File: config.mk
export PLATFORM = sky130hd
export DESIGN_NAME = fd_prog
export DESIGN_NICKNAME = d
export VERILOG_FILES = /design/src/rtl/fd_pkg.sv /design/src/rtl/fd_prog.sv
export SDC_FILE = /design/constraint.sdc
export NUM_CORES = 1
export LEC_CHECK = 0
export CAP_MARGIN = 15
export CORE_MARGIN = 2
export CORE_UTILIZATION = 40
export DETAILED_ROUTE_END_ITERATION = 16
export SYNTH_ARGS = -nofsm -noshare
export SYNTH_HDL_FRONTEND = slang
export SYNTH_SLANG_ARGS = --single-unit
File: constraint.sdc
create_clock -name clk -period 4 [get_ports clk]
set_clock_uncertainty 0.05 [all_clocks]
set_input_delay 0.8 -clock clk [delete_from_list [all_inputs] [get_ports clk]]
set_output_delay 0.8 -clock clk [all_outputs]
set_load 0.005 [all_outputs]
File: src/rtl/fd_pkg.sv
// fd_pkg
// Shared definitions for the programmable clock divider (fd_prog).
//   fd_state_t  : divider FSM states
//   FD_MIN_DIV  : smallest divide ratio that can be loaded
package fd_pkg;

  typedef enum logic [1:0] {
    IDLE  = 2'd0,
    RUN   = 2'd1,
    DRAIN = 2'd2
  } fd_state_t;

  localparam int unsigned FD_MIN_DIV = 2;

endpackage

File: src/rtl/fd_prog.sv
// fd_prog
// Runtime-programmable integer clock divider with a glitch-free ratio change.
// The divided clock is high for ceil(N/2) cycles and low for the remainder.
// A new ratio is only applied at a period boundary or when the divider starts.
//
// Parameters
//   CNT_W        : width of the ratio and the internal counter
//   DEF_DIV      : ratio in force after reset (2 .. 2^CNT_W-1)
// Ports
//   clk          : clock, all logic on the rising edge
//   rst_n        : asynchronous active-low reset
//   en           : run request
//   ratio_i      : requested divide ratio
//   ratio_load   : one-cycle strobe capturing ratio_i
//   div_o        : divided clock (registered)
//   rise_tick    : pulse on the edge where div_o goes 0->1
//   fall_tick    : pulse on the edge where div_o goes 1->0
//   pending_o    : a loaded ratio is waiting for the next period boundary
//   ratio_err    : pulse when a ratio below the minimum was loaded
//   active_ratio : ratio governing the current period
module fd_prog
  import fd_pkg::*;
#(
  parameter int CNT_W   = 8,
  parameter int DEF_DIV = 4
) (
  input  logic             clk,
  input  logic             rst_n,
  input  logic             en,
  input  logic [CNT_W-1:0] ratio_i,
  input  logic             ratio_load,
  output logic             div_o,
  output logic             rise_tick,
  output logic             fall_tick,
  output logic             pending_o,
  output logic             ratio_err,
  output logic [CNT_W-1:0] active_ratio
);

  localparam logic [CNT_W-1:0] ONE     = CNT_W'(1);
  localparam logic [CNT_W-1:0] MIN_DIV = CNT_W'(FD_MIN_DIV);
  localparam logic [CNT_W-1:0] RST_DIV = CNT_W'(DEF_DIV);

  fd_state_t        state, state_next;
  logic [CNT_W-1:0] cnt, cnt_nx, cnt_inc;
  logic [CNT_W-1:0] high_len;
  logic [CNT_W-1:0] pend_ratio;
  logic             div_nx;
  logic             wrap;
  logic             apply;
  logic             load_ok;

  // ceil(N/2) written without an N+1 term so it cannot overflow at N = 2^CNT_W-1.
  assign high_len = (active_ratio >> 1) + {{(CNT_W-1){1'b0}}, active_ratio[0]};
  assign wrap     = (cnt == active_ratio - ONE);
  assign cnt_inc  = wrap ? '0 : cnt + ONE;
  assign load_ok  = (ratio_i >= MIN_DIV);

  // Next-state logic. Stopping is only allowed on a wrap, so the last period
  // is always completed; DRAIN keeps counting so a re-enable causes no slip.
  // At a wrap the counter restarts at 0, which is high for any ratio, so the
  // old high_len is still correct on the edge where a new ratio is applied.
  always_comb begin
    state_next = state;
    cnt_nx     = cnt;
    div_nx     = div_o;
    apply      = 1'b0;
    case (state)
      IDLE: begin
        cnt_nx = '0;
        div_nx = 1'b0;
        if (en) begin
          state_next = RUN;
          div_nx     = 1'b1;
          apply      = 1'b1;
        end
      end
      RUN, DRAIN: begin
        apply  = wrap;
        cnt_nx = cnt_inc;
        div_nx = (cnt_inc < high_len);
        if (en) begin
          state_next = RUN;
        end else if (wrap) begin
          state_next = IDLE;
          cnt_nx     = '0;
          div_nx     = 1'b0;
        end else begin
          state_next = DRAIN;
        end
      end
      default: begin
        state_next = IDLE;
        cnt_nx     = '0;
        div_nx     = 1'b0;
      end
    endcase
  end

  // Counter, FSM and output register; ticks are derived from the same
  // transition so they line up with the div_o edge.
  always_ff @(posedge clk or negedge rst_n) begin
    if (!rst_n) begin
      state     <= IDLE;
      cnt       <= '0;
      div_o     <= 1'b0;
      rise_tick <= 1'b0;
      fall_tick <= 1'b0;
    end else begin
      state     <= state_next;
      cnt       <= cnt_nx;
      div_o     <= div_nx;
      rise_tick <= !div_o && div_nx;
      fall_tick <= div_o && !div_nx;
    end
  end

  // Ratio shadow. The apply path uses the pre-edge pend_ratio, so a load on
  // the same edge as an apply stays pending until the following boundary.
  always_ff @(posedge clk or negedge rst_n) begin
    if (!rst_n) begin
      active_ratio <= RST_DIV;
      pend_ratio   <= RST_DIV;
      pending_o    <= 1'b0;
      ratio_err    <= 1'b0;
    end else begin
      ratio_err <= ratio_load && !load_ok;
      if (apply && pending_o) begin
        active_ratio <= pend_ratio;
        pending_o    <= 1'b0;
      end
      if (ratio_load && load_ok) begin
        pend_ratio <= ratio_i;
        pending_o  <= 1'b1;
      end
    end
  end

endmodule

* After elaboration in Yosys (flattened, before gate mapping)
Cells that the tools add are included.
** Operators by class
- $add $sub $neg :: 3
- Order comparisons :: 2
- Equality and inequality tests :: 4
- Muxes and demuxes :: 15
- Reduce and logical (&&, ||, !) cells :: 11
** Operator list (number)
- two-way mux 8 bit :: 4
- adder 7 x 1 -> 8 bit :: 1
- adder 8 x 1 -> 8 bit (second input constant) :: 1
- == test 8 bit :: 1
- >= comparator 8 x 2 -> 1 bit (second input constant) :: 1
- < comparator 8 bit :: 1
- subtractor 8 x 1 -> 8 bit (second input constant) :: 1
- two-way mux 2 bit :: 3
- logical AND 1 bit :: 5
- two-way mux 1 bit :: 5
- case mux 1 bit (2 select lines) :: 2
- case mux 2 bit (2 select lines) :: 1
- zero test 1 bit :: 3
- == test 2 x 1 -> 1 bit (second input constant) :: 1
- == test 2 bit (second input constant) :: 1
- zero test 2 bit :: 1
- inequality test 2 bit (second input constant) :: 1
- nonzero test 2 bit :: 1
- OR reduction 2 bit :: 1
** Word-level totals
- Register bits :: 31
- Input port bits :: 12
- Output and inout port bits :: 13
- Word-level logic and storage cells :: 44

* Logic depth before layout (Yosys ltp)
Gate-level depths: netlist of the first run.
- Depth after elaboration :: 9
- Depth in mapped cells :: 14
- Depth with buffers taken out :: 14

* Worst setup path before layout of the first run
Ideal clock, no wire load.
- Kind :: flip-flop to flip-flop
- Start :: register active_ratio[6]
- End :: register rise_tick
- Setup time :: 0.094 ns
- Arrival time :: 3.168 ns
- Required time :: 3.856 ns
- Setup slack :: 0.688 ns
- Stages on the path, launching flop included :: 14
- Path buffers :: 1
- Clock period less this slack :: 3.312 ns
- Cells stage by stage :: dfrtp_1 > clkdlybuf4s50_2 > and2b_2 > a21oi_1 > o41ai_4 > o211a_1 > nor2_1 > ha_1 > a21o_1 > a21o_1 > a21oi_1 > and4_1 > o21ba_2 > a211oi_1
** On the way
- Longest elaborated chain between the ends :: 8
- Elaborated cells between the ends (all ways) :: 9
- Those cells by class :: 2 x add/sub; 1 x order compare; 1 x eq/ne; 4 x mux; 1 x reduce/logical
** Ends and longest elaborated chain
- from (decl) :: RTL line fd_prog.sv:37 : output logic [CNT_W-1:0] active_ratio
- from (signal assigned) :: RTL line fd_prog.sv:129 : active_ratio <= pend_ratio;
- subtractor 8 x 1 -> 8 bit :: RTL line fd_prog.sv:55 : assign wrap = (cnt == active_ratio - ONE);
- == test 8 bit :: RTL line fd_prog.sv:55
- two-way mux 8 bit :: RTL line fd_prog.sv:56 : assign cnt_inc = wrap ? '0 : cnt + ONE;
- < comparator 8 bit :: RTL line fd_prog.sv:81 : div_nx = (cnt_inc < high_len);
- two-way mux 1 bit :: RTL line fd_prog.sv:84 : end else if (wrap) begin
- two-way mux 1 bit * :: RTL line fd_prog.sv:82 : if (en) begin
- case mux 1 bit (2 select lines) * :: RTL line fd_prog.sv:68 : case (state)
- logical AND 1 bit * :: RTL line fd_prog.sv:113 : rise_tick <= !div_o && div_nx;
- to (signal assigned) :: RTL line fd_prog.sv:113
- to (decl) :: RTL line fd_prog.sv:33 : output logic rise_tick,
Mark *: on every way between the ends. The rest lies on a longest branch, timed or not.
A chain may end at the register's enable or synchronous reset.

* Worst setup path in the final report of the first run
- Start :: register active_ratio[0]
- End :: register rise_tick
The elaborated chain is that of the path after synthesis.

==> results of run 1 <==
==> path summary, 6_finish.rpt <==
| path | startpoint | end | slack (ns) |
|---|---|---|---|
| min in group asynchronous | rst_n | pend_ratio[0] | 0.86 |
| worst min register to register | pend_ratio[5] | pend_ratio[5] | 0.42 |
| worst min-delay path | pend_ratio[5] | pend_ratio[5] | 0.42 |
| worst max register to register | active_ratio[0] | rise_tick | 0.31 |
| worst max-delay path | active_ratio[0] | rise_tick | 0.31 |
| max in group asynchronous | rst_n | active_ratio[2] | 2.72 |
==> cell usage in the layout, fill, tap and decap left out, types with 2 or more instances in the layout <==
master,synthesis,final
sky130_fd_sc_hd__nand4_1,3,3
sky130_fd_sc_hd__xor2_1,9,9
sky130_fd_sc_hd__o21ai_0,5,5
sky130_fd_sc_hd__a21oi_1,6,6
sky130_fd_sc_hd__dfrtp_1,29,29
sky130_fd_sc_hd__mux2_2,9,9
sky130_fd_sc_hd__clkbuf_8,2,5
sky130_fd_sc_hd__nand3_1,8,8
sky130_fd_sc_hd__and3_1,5,5
sky130_fd_sc_hd__nand2_1,30,30
sky130_fd_sc_hd__o211ai_1,4,4
sky130_fd_sc_hd__xnor2_1,11,11
sky130_fd_sc_hd__nor3_1,4,4
sky130_fd_sc_hd__and2b_2,2,2
sky130_fd_sc_hd__buf_4,0,4
sky130_fd_sc_hd__dfstp_2,2,2
sky130_fd_sc_hd__a211oi_1,2,2
sky130_fd_sc_hd__a21o_1,2,2
sky130_fd_sc_hd__and2_1,2,2
sky130_fd_sc_hd__inv_1,9,9
sky130_fd_sc_hd__nor4_1,2,2
sky130_fd_sc_hd__nor2_1,17,17
sky130_fd_sc_hd__clkdlybuf4s50_1,0,24
sky130_fd_sc_hd__a31oi_1,2,2
sky130_fd_sc_hd__ha_1,13,13
==> kinds of logic after synthesis <==
logic type                 synth area share, %
and+or+nand+nor                           20.3
AOI/OAI and AO/OA                         13.0
DFF                                       38.7
xor gates and xnor gates                  8.72
buffers and inverters                     6.10
adders and majority gates                 8.09
muxes                                     5.04
==> worst reg2reg max path: cells and delay by family, from the launching register on <==
kind / cells / cell delay, ns
AO/OA/AOI/OAI: 9 / 2.06
adder cells (fa/ha/maj): 2 / 0.56
flip-flops: 1 / 0.50
AND/OR/NAND/NOR: 2 / 0.35
buffers and inverters: 1 / 0.08
==> power groups by stage <==
stage / registers (µW) / logic [µW] / clock network (µW)
after floorplan: 481 / 646 / 0
after global placement: 535 / 848 / 0
after detailed placement: 534 / 847 / 0
after CTS: 530 / 857 / 252
after global routing: 544 / 948 / 260
final: 529 / 852 / 240
==> area by class of cell <==
type	count	area, µm²
sequential	31	778
clock buffer	6	72.6
fill	439	2430
clock inverter	2	12.5
inverter	9	33.8
tap	67	83.8
timing repair buffer	28	270
multi-input combinational	155	1110
==> state kept, by name (all words and copies together), names as in the netlist <==
signal / flops
div_o: 1
state: 2
cnt: 8
fall_tick: 1
pending_o: 1
pend_ratio: 8
rise_tick: 1
active_ratio: 8
ratio_err: 1
==> metrics by stage <==
stage | utilization, % | hold WS (ns) | instances | cell area (µm²) | worst slack (ns)
final | 49.3 | 0.420 | 298 | 2360 | 0.314
after floorplan | - | 0.390 | 203 | 2010 | 0.688
after CTS | 49.3 | 0.426 | 298 | 2360 | 0.349
after global routing | 49.3 | 0.454 | 298 | 2360 | 0.0159
after detailed placement | 47.5 | 0.408 | 290 | 2270 | 0.358
after global placement | 47.5 | 0.405 | 290 | 2270 | 0.504
==> metal layers <==
| metal | vias up | routed length, µm | track usage, % |
|---|---|---|---|
| met5 | - | 0 | 0 |
| met3 | 5 | 154 | 4.15 |
| li1 | 764 | - | - |
| met2 | 25 | 1910 | 25.0 |
| met4 | 0 | 31 | 5.95 |
| met1 | 710 | 2200 | 25.6 |
==> run metrics, run 1 <==
worst-case vdd ir drop ~0.00046 V; area growth from synthesis to layout 17.4%; count of endpoints failing setup in the final report 0; number of endpoints with negative hold slack in the final report 0; DRC violation count after routing 0; initial antenna violation count 0; buffers plus inverters on the worst setup path 1; sw frac 41.5%; Main synth FF type sky130_fd_sc_hd__dfrtp_1; Die Outline Area around 5600 µm²; total global routing track utilization 17.4%; pwr/cell area between 600 and 700 nW/µm²; CTS tree yes; final estimated routing congestion in global placement around 0.8; worst min-delay path category register to register; fraction of final layout cells sized beyond drive strength 1 14.3%; result of the run finished clean; Top Family by Delay on Critical Path compound AO/OA/AOI/OAI gates; number of DRC markers in iteration 0 73; flip-flop and latch count after synthesis 31; number of global-route vias before repair 1,418; number of inserted diodes 0; worst path required time roughly 4.1 ns; fmax approximately 270 MHz; RSZ-0062 raised after global routing false; I/O pin total 25; top area cells in the synthesized netlist sky130_fd_sc_hd__dfrtp_1 (36%), sky130_fd_sc_hd__ha_1 (8.1%), sky130_fd_sc_hd__nand2_1 (5.6%); number of standard cells after synthesis about 200; quantity of I/O buffers inserted on ports 24; count of hold buffers inserted by post-cts repair 0; library cell with the largest summed area after synthesis sky130_fd_sc_hd__dfrtp_1; post-detailed-routing wire length 4300 µm; total gr overflow 0; maximum cell stage delay along the critical path approximately 0.50 ns; sequential-to-total area share from yosys stat about two fifths; worst r2r path cells 14; number of clock buffers inserted by TritonCTS 5; Final Max Slew Viols 0; count of flip-flops with a built-in enable after synthesis 0; proportion of register bits with asynchronous set or reset after synthesis 100%; type of the setup path with the least slack register to register; Die Y about 75 µm; element type at the critical path end register; clock tree root driver cell sky130_fd_sc_hd__clkbuf_8; most instantiated library cell after synthesis sky130_fd_sc_hd__nand2_1; NumNets Final 255; post-CTS sizing 0; Hold Path Depth 2; Initial Utilization 42.0%; Post-DRT Antenna Nets 0; FP Rows 25; transition time at the pin with the least slew margin between 0.5 and 0.6 ns; CTS H-Tree Depth 2; first drt pass iteration count 4; worst relative slew slack about two thirds; overall die width roughly 75 µm; clk sinks 31; Comb power frac 52.6%; Data arrival, critical path between 3 and 4 ns; routed vias approximately 1,500; synthesized cell area 2010 µm²; top cells by count, synth sky130_fd_sc_hd__nand2_1 (30), sky130_fd_sc_hd__dfrtp_1 (29), sky130_fd_sc_hd__nor2_1 (17); net switching power a little under 700 µW; synth unique cells 48; total power between 1500 and 2000 µW; clock-pin slew on the worst setup and hold paths approximately 0.070 ns; sequential fraction of design power 32.6%; clock latency on the worst-skew pair 0.28 ns; number of nets produced by synthesis about 230; crit path cell chain inv_1, ha_1, o21bai_1, a211o_2, a21oi_1, o211a_1, nor2_1, ha_1, a21o_1, a21o_1, a21oi_1, and4_1, o21ba_2, a211oi_1; final critical path time including I/O delays and setup between 3 and 4 ns; Bufs on Longest Clock Path 2; global-route wire length before repair between 7000 and 8000 µm; Vias/cell a little over 5; max-capacitance violation count 0; Stages on worst setup path 14; proportion of netlist area held by the largest area contributor between 30 and 40%; portion of the clock cycle consumed by the worst path in the final layout approximately 92%; mean routed wirelength per cell ~14 µm; Avg Inst Size Synth about 9.9 µm²; leakage around 0.0011 µW; Max Fanout on Critical Path 9; Internal Dissipation around 950 µW; slowest stage cell on the critical path sky130_fd_sc_hd__dfrtp_1; buffers inserted by post-CTS timing repair 0; part of the total power dissipated in the clock network approximately 15%; Yosys warning count 0; crit path launch type register; sum of net half-perimeters after detailed placement approximately 3200 µm; summed negative setup slack over all endpoints 0 ns; area of the placeable core about 4800 µm²; largest net degree at the start of global routing 32
Power figures use the tool's default switching activity.
==> run 2, diff against run 1 <==
--- a/config.mk
+++ b/config.mk
@@ -9,6 +9,7 @@
 export CORE_MARGIN = 2
 export CORE_UTILIZATION = 40
 export DETAILED_ROUTE_END_ITERATION = 16
+export RECOVER_POWER = 100
 export SYNTH_ARGS = -nofsm -noshare
 export SYNTH_HDL_FRONTEND = slang
 export SYNTH_SLANG_ARGS = --single-unit
==> run 2 against run 1 <==
  * The flow now finishes with violations (capacitance limit, slew limit)
  * Sequential power decreased by 0.8%
  * Cell area fell by 1.3%
  * Routed wire length fell by 0.37%
  * Register-to-register slack gained 0.06 ns
  * Setup slack gained 0.058 ns
  * First-iteration DRC count is 23% lower
  * Largest cell class unchanged
==> run metrics, run 2 (synthesized netlist as in run 1, its figures left out) <==
start of the worst register-to-register path active_ratio[0]; Die Outline Area around 5600 µm²; final instance area ~2300 µm²; Die Y around 75 µm; clock-pin slew on the worst setup and hold paths 0.07 ns; max-capacitance violation count 1; portion of the clock cycle consumed by the worst path in the final layout between 90% and 100%; maximum cell stage delay along the critical path roughly 0.50 ns; worst relative slew slack -13.2%; post-CTS sizing 0; slowest stage cell on the critical path sky130_fd_sc_hd__dfrtp_1; sw frac between 40% and 50%; I/O pin total 25; post-detailed-routing wire length between 4000 and 5000 µm; count of hold buffers inserted by post-cts repair 0; worst-case vdd ir drop around 0.00043 V; area used by multi-input combinational logic roughly 1100 µm²; placed cell area between 2000 and 2500 µm²; number of clock buffers inserted by TritonCTS 5; sequential cell area 778 µm²; part of the total power dissipated in the clock network between 10% and 20%; most frequent cells in the layout sky130_fd_sc_hd__nand2_1 (30), sky130_fd_sc_hd__dfrtp_1 (29), sky130_fd_sc_hd__nor2_1 (17); buffers plus inverters on the worst setup path 1; initial antenna violation count 0; transition time at the pin with the least slew margin approximately 1.7 ns; leading registers by flop count active_ratio (8), cnt (8), pend_ratio (8); summed negative setup slack over all endpoints 0 ns; NumNets Final approximately 260; routed vias 1,492; overall die width 74.9 µm; clock latency on the worst-skew pair 0.28 ns; buffers inserted by post-CTS timing repair 0; worst path required time ~4.1 ns; largest net degree at the start of global routing 32; RR Endpoint rise_tick; reg-to-reg slack, setup between 0.3 and 0.4 ns; Post-DRT Antenna Nets 0; CTS tree yes; non-filler cells in the finished layout slightly below 300; number of DRC markers in iteration 0 56; element type at the critical path end register; final estimated routing congestion in global placement around 0.82; sum of net half-perimeters after detailed placement 3210 µm; FP Rows 25; RSZ-0062 raised after global routing false; Vias/cell about 5; fraction of final layout cells sized beyond drive strength 1 around an eighth; final critical path time including I/O delays and setup 3.63 ns; first drt pass iteration count 4; number of inserted diodes 0; hold_sp pend_ratio[5]; number of endpoints with negative hold slack in the final report 0; leakage between 0.001 and 0.0015 µW; crit path launch type register; global-route wire length before repair between 7000 and 8000 µm; Bufs on Longest Clock Path 2; net switching power ~660 µW; total gr overflow 0; Top Family by Delay on Critical Path compound AO/OA/AOI/OAI gates; Max Fanout on Critical Path 9; number of global-route vias before repair ~1,400; Final Max Slew Viols 32; worst min-delay path category register to register; terminating pin of the worst hold path pend_ratio[5]; violated checks capacitance limit, slew limit; CTS H-Tree Depth 2; Hold Path Depth 2; type of the setup path with the least slack register to register; DRC violation count after routing 0; fmax 276 MHz; count of endpoints failing setup in the final report 0; result of the run finished, violations left; total global routing track utilization roughly 17%; quantity of I/O buffers inserted on ports 24; Filler Cells Inserted between 400 and 500; final standard cell utilization of the core between 40% and 50%; pwr/cell area approximately 680 nW/µm²; area of the placeable core between 4000 and 5000 µm²; Comb power frac between 50% and 60%; cell count after placement between 200 and 300; clock tree root driver cell sky130_fd_sc_hd__clkbuf_8; Data arrival, critical path between 3 and 4 ns; clk sinks 31; crit path cell chain inv_1, ha_1, o21bai_1, a211o_2, a21oi_1, o211a_1, nor2_1, ha_1, a21o_1, a21o_1, a21oi_1, and4_1, o21ba_2, a211oi_1; most common cell after layout, fill and taps aside sky130_fd_sc_hd__nand2_1; area growth from synthesis to layout 15.9%; Internal Dissipation a little over 900 µW; Initial Utilization between 40% and 50%; mean routed wirelength per cell between 10 and 15 µm; worst r2r path cells 14; sequential fraction of design power between 30 and 40%
-- run 2: cell count changes in the layout (fill, tap and decap cells not counted) --
cell and delta:
sky130_fd_sc_hd__clkdlybuf4s50_1 -14, sky130_fd_sc_hd__dlygate4sd3_1 +14, sky130_fd_sc_hd__buf_4 -3, sky130_fd_sc_hd__clkbuf_1 +3, sky130_fd_sc_hd__a211oi_1 +1, sky130_fd_sc_hd__a211oi_4 -1
sky130_fd_sc_hd__dfstp_1 +1, sky130_fd_sc_hd__dfstp_2 -1, sky130_fd_sc_hd__o2111ai_1 +1, sky130_fd_sc_hd__o2111ai_2 -1
-- run 2: worst reg2reg max path, delay by kind of cell (launching register included) --
kind,cells,cell delay (ns)
DFF,1,0.50
and+or+nand+nor,2,0.34
buffers and inverters,1,0.08
adders and majority gates,2,0.56
AOI/OAI and AO/OA,9,2.01
-- run 2: final cells by class --
cell class	instances	share of cell area [%]
clock buffers	6	3.11
clock inverters	2	0.537
inverters	9	1.45
multi-input cells	155	46.8
flip-flops and latches	31	33.4
well taps	67	3.60
repair buffers	28	11.1
-- run 2: worst max path at each step --
stage	slack, ns	cells past startpoint	end	from
floorplan	0.69	13	rise_tick	active_ratio[6]
global placement	0.50	14	rise_tick	active_ratio[0]
detailed placement	0.36	14	rise_tick	active_ratio[0]
CTS	0.35	14	rise_tick	active_ratio[0]
global route	0.05	14	rise_tick	active_ratio[0]
finish	0.37	14	rise_tick	active_ratio[0]
-- run 2: per-layer routing --
| metal | up-vias | track usage (%) | part of all wire [%] |
|---|---|---|---|
| met5 | - | 0 | 0 |
| met4 | 0 | 5.95 | 0.72 |
| met3 | 5 | 4.15 | 3.1 |
| met2 | 18 | 25.0 | 45 |
| met1 | 708 | 25.6 | 51 |
| li1 | 761 | - | - |
-- run 2: stage by stage --
stage	power (µW)	hold slack (ns)	worst slack [ns]
floorplan	1130	0.390	0.688
global placement	1380	0.405	0.504
detailed placement	1380	0.408	0.358
CTS	1640	0.426	0.349
global route	1710	0.454	0.0516
finish	1580	0.419	0.372
-- run 2: power groups by stage --
| stage | Combinational (µW) | Clock, µW | Sequential, µW |
|---|---|---|---|
| after floorplan | 646 | 0 | 481 |
| after global routing | 909 | 260 | 540 |
| after global placement | 848 | 0 | 535 |
| final | 815 | 239 | 525 |
| after detailed placement | 847 | 0 | 534 |
| after CTS | 857 | 252 | 530 |
==> run 3, diff against run 2 <==
--- a/config.mk
+++ b/config.mk
@@ -5,7 +5,6 @@
 export SDC_FILE = /design/constraint.sdc
 export NUM_CORES = 1
 export LEC_CHECK = 0
-export CAP_MARGIN = 15
 export CORE_MARGIN = 2
 export CORE_UTILIZATION = 40
 export DETAILED_ROUTE_END_ITERATION = 16
==> results of run 3 <==
Final layout, timing and power as in run 2 (identical DEF).
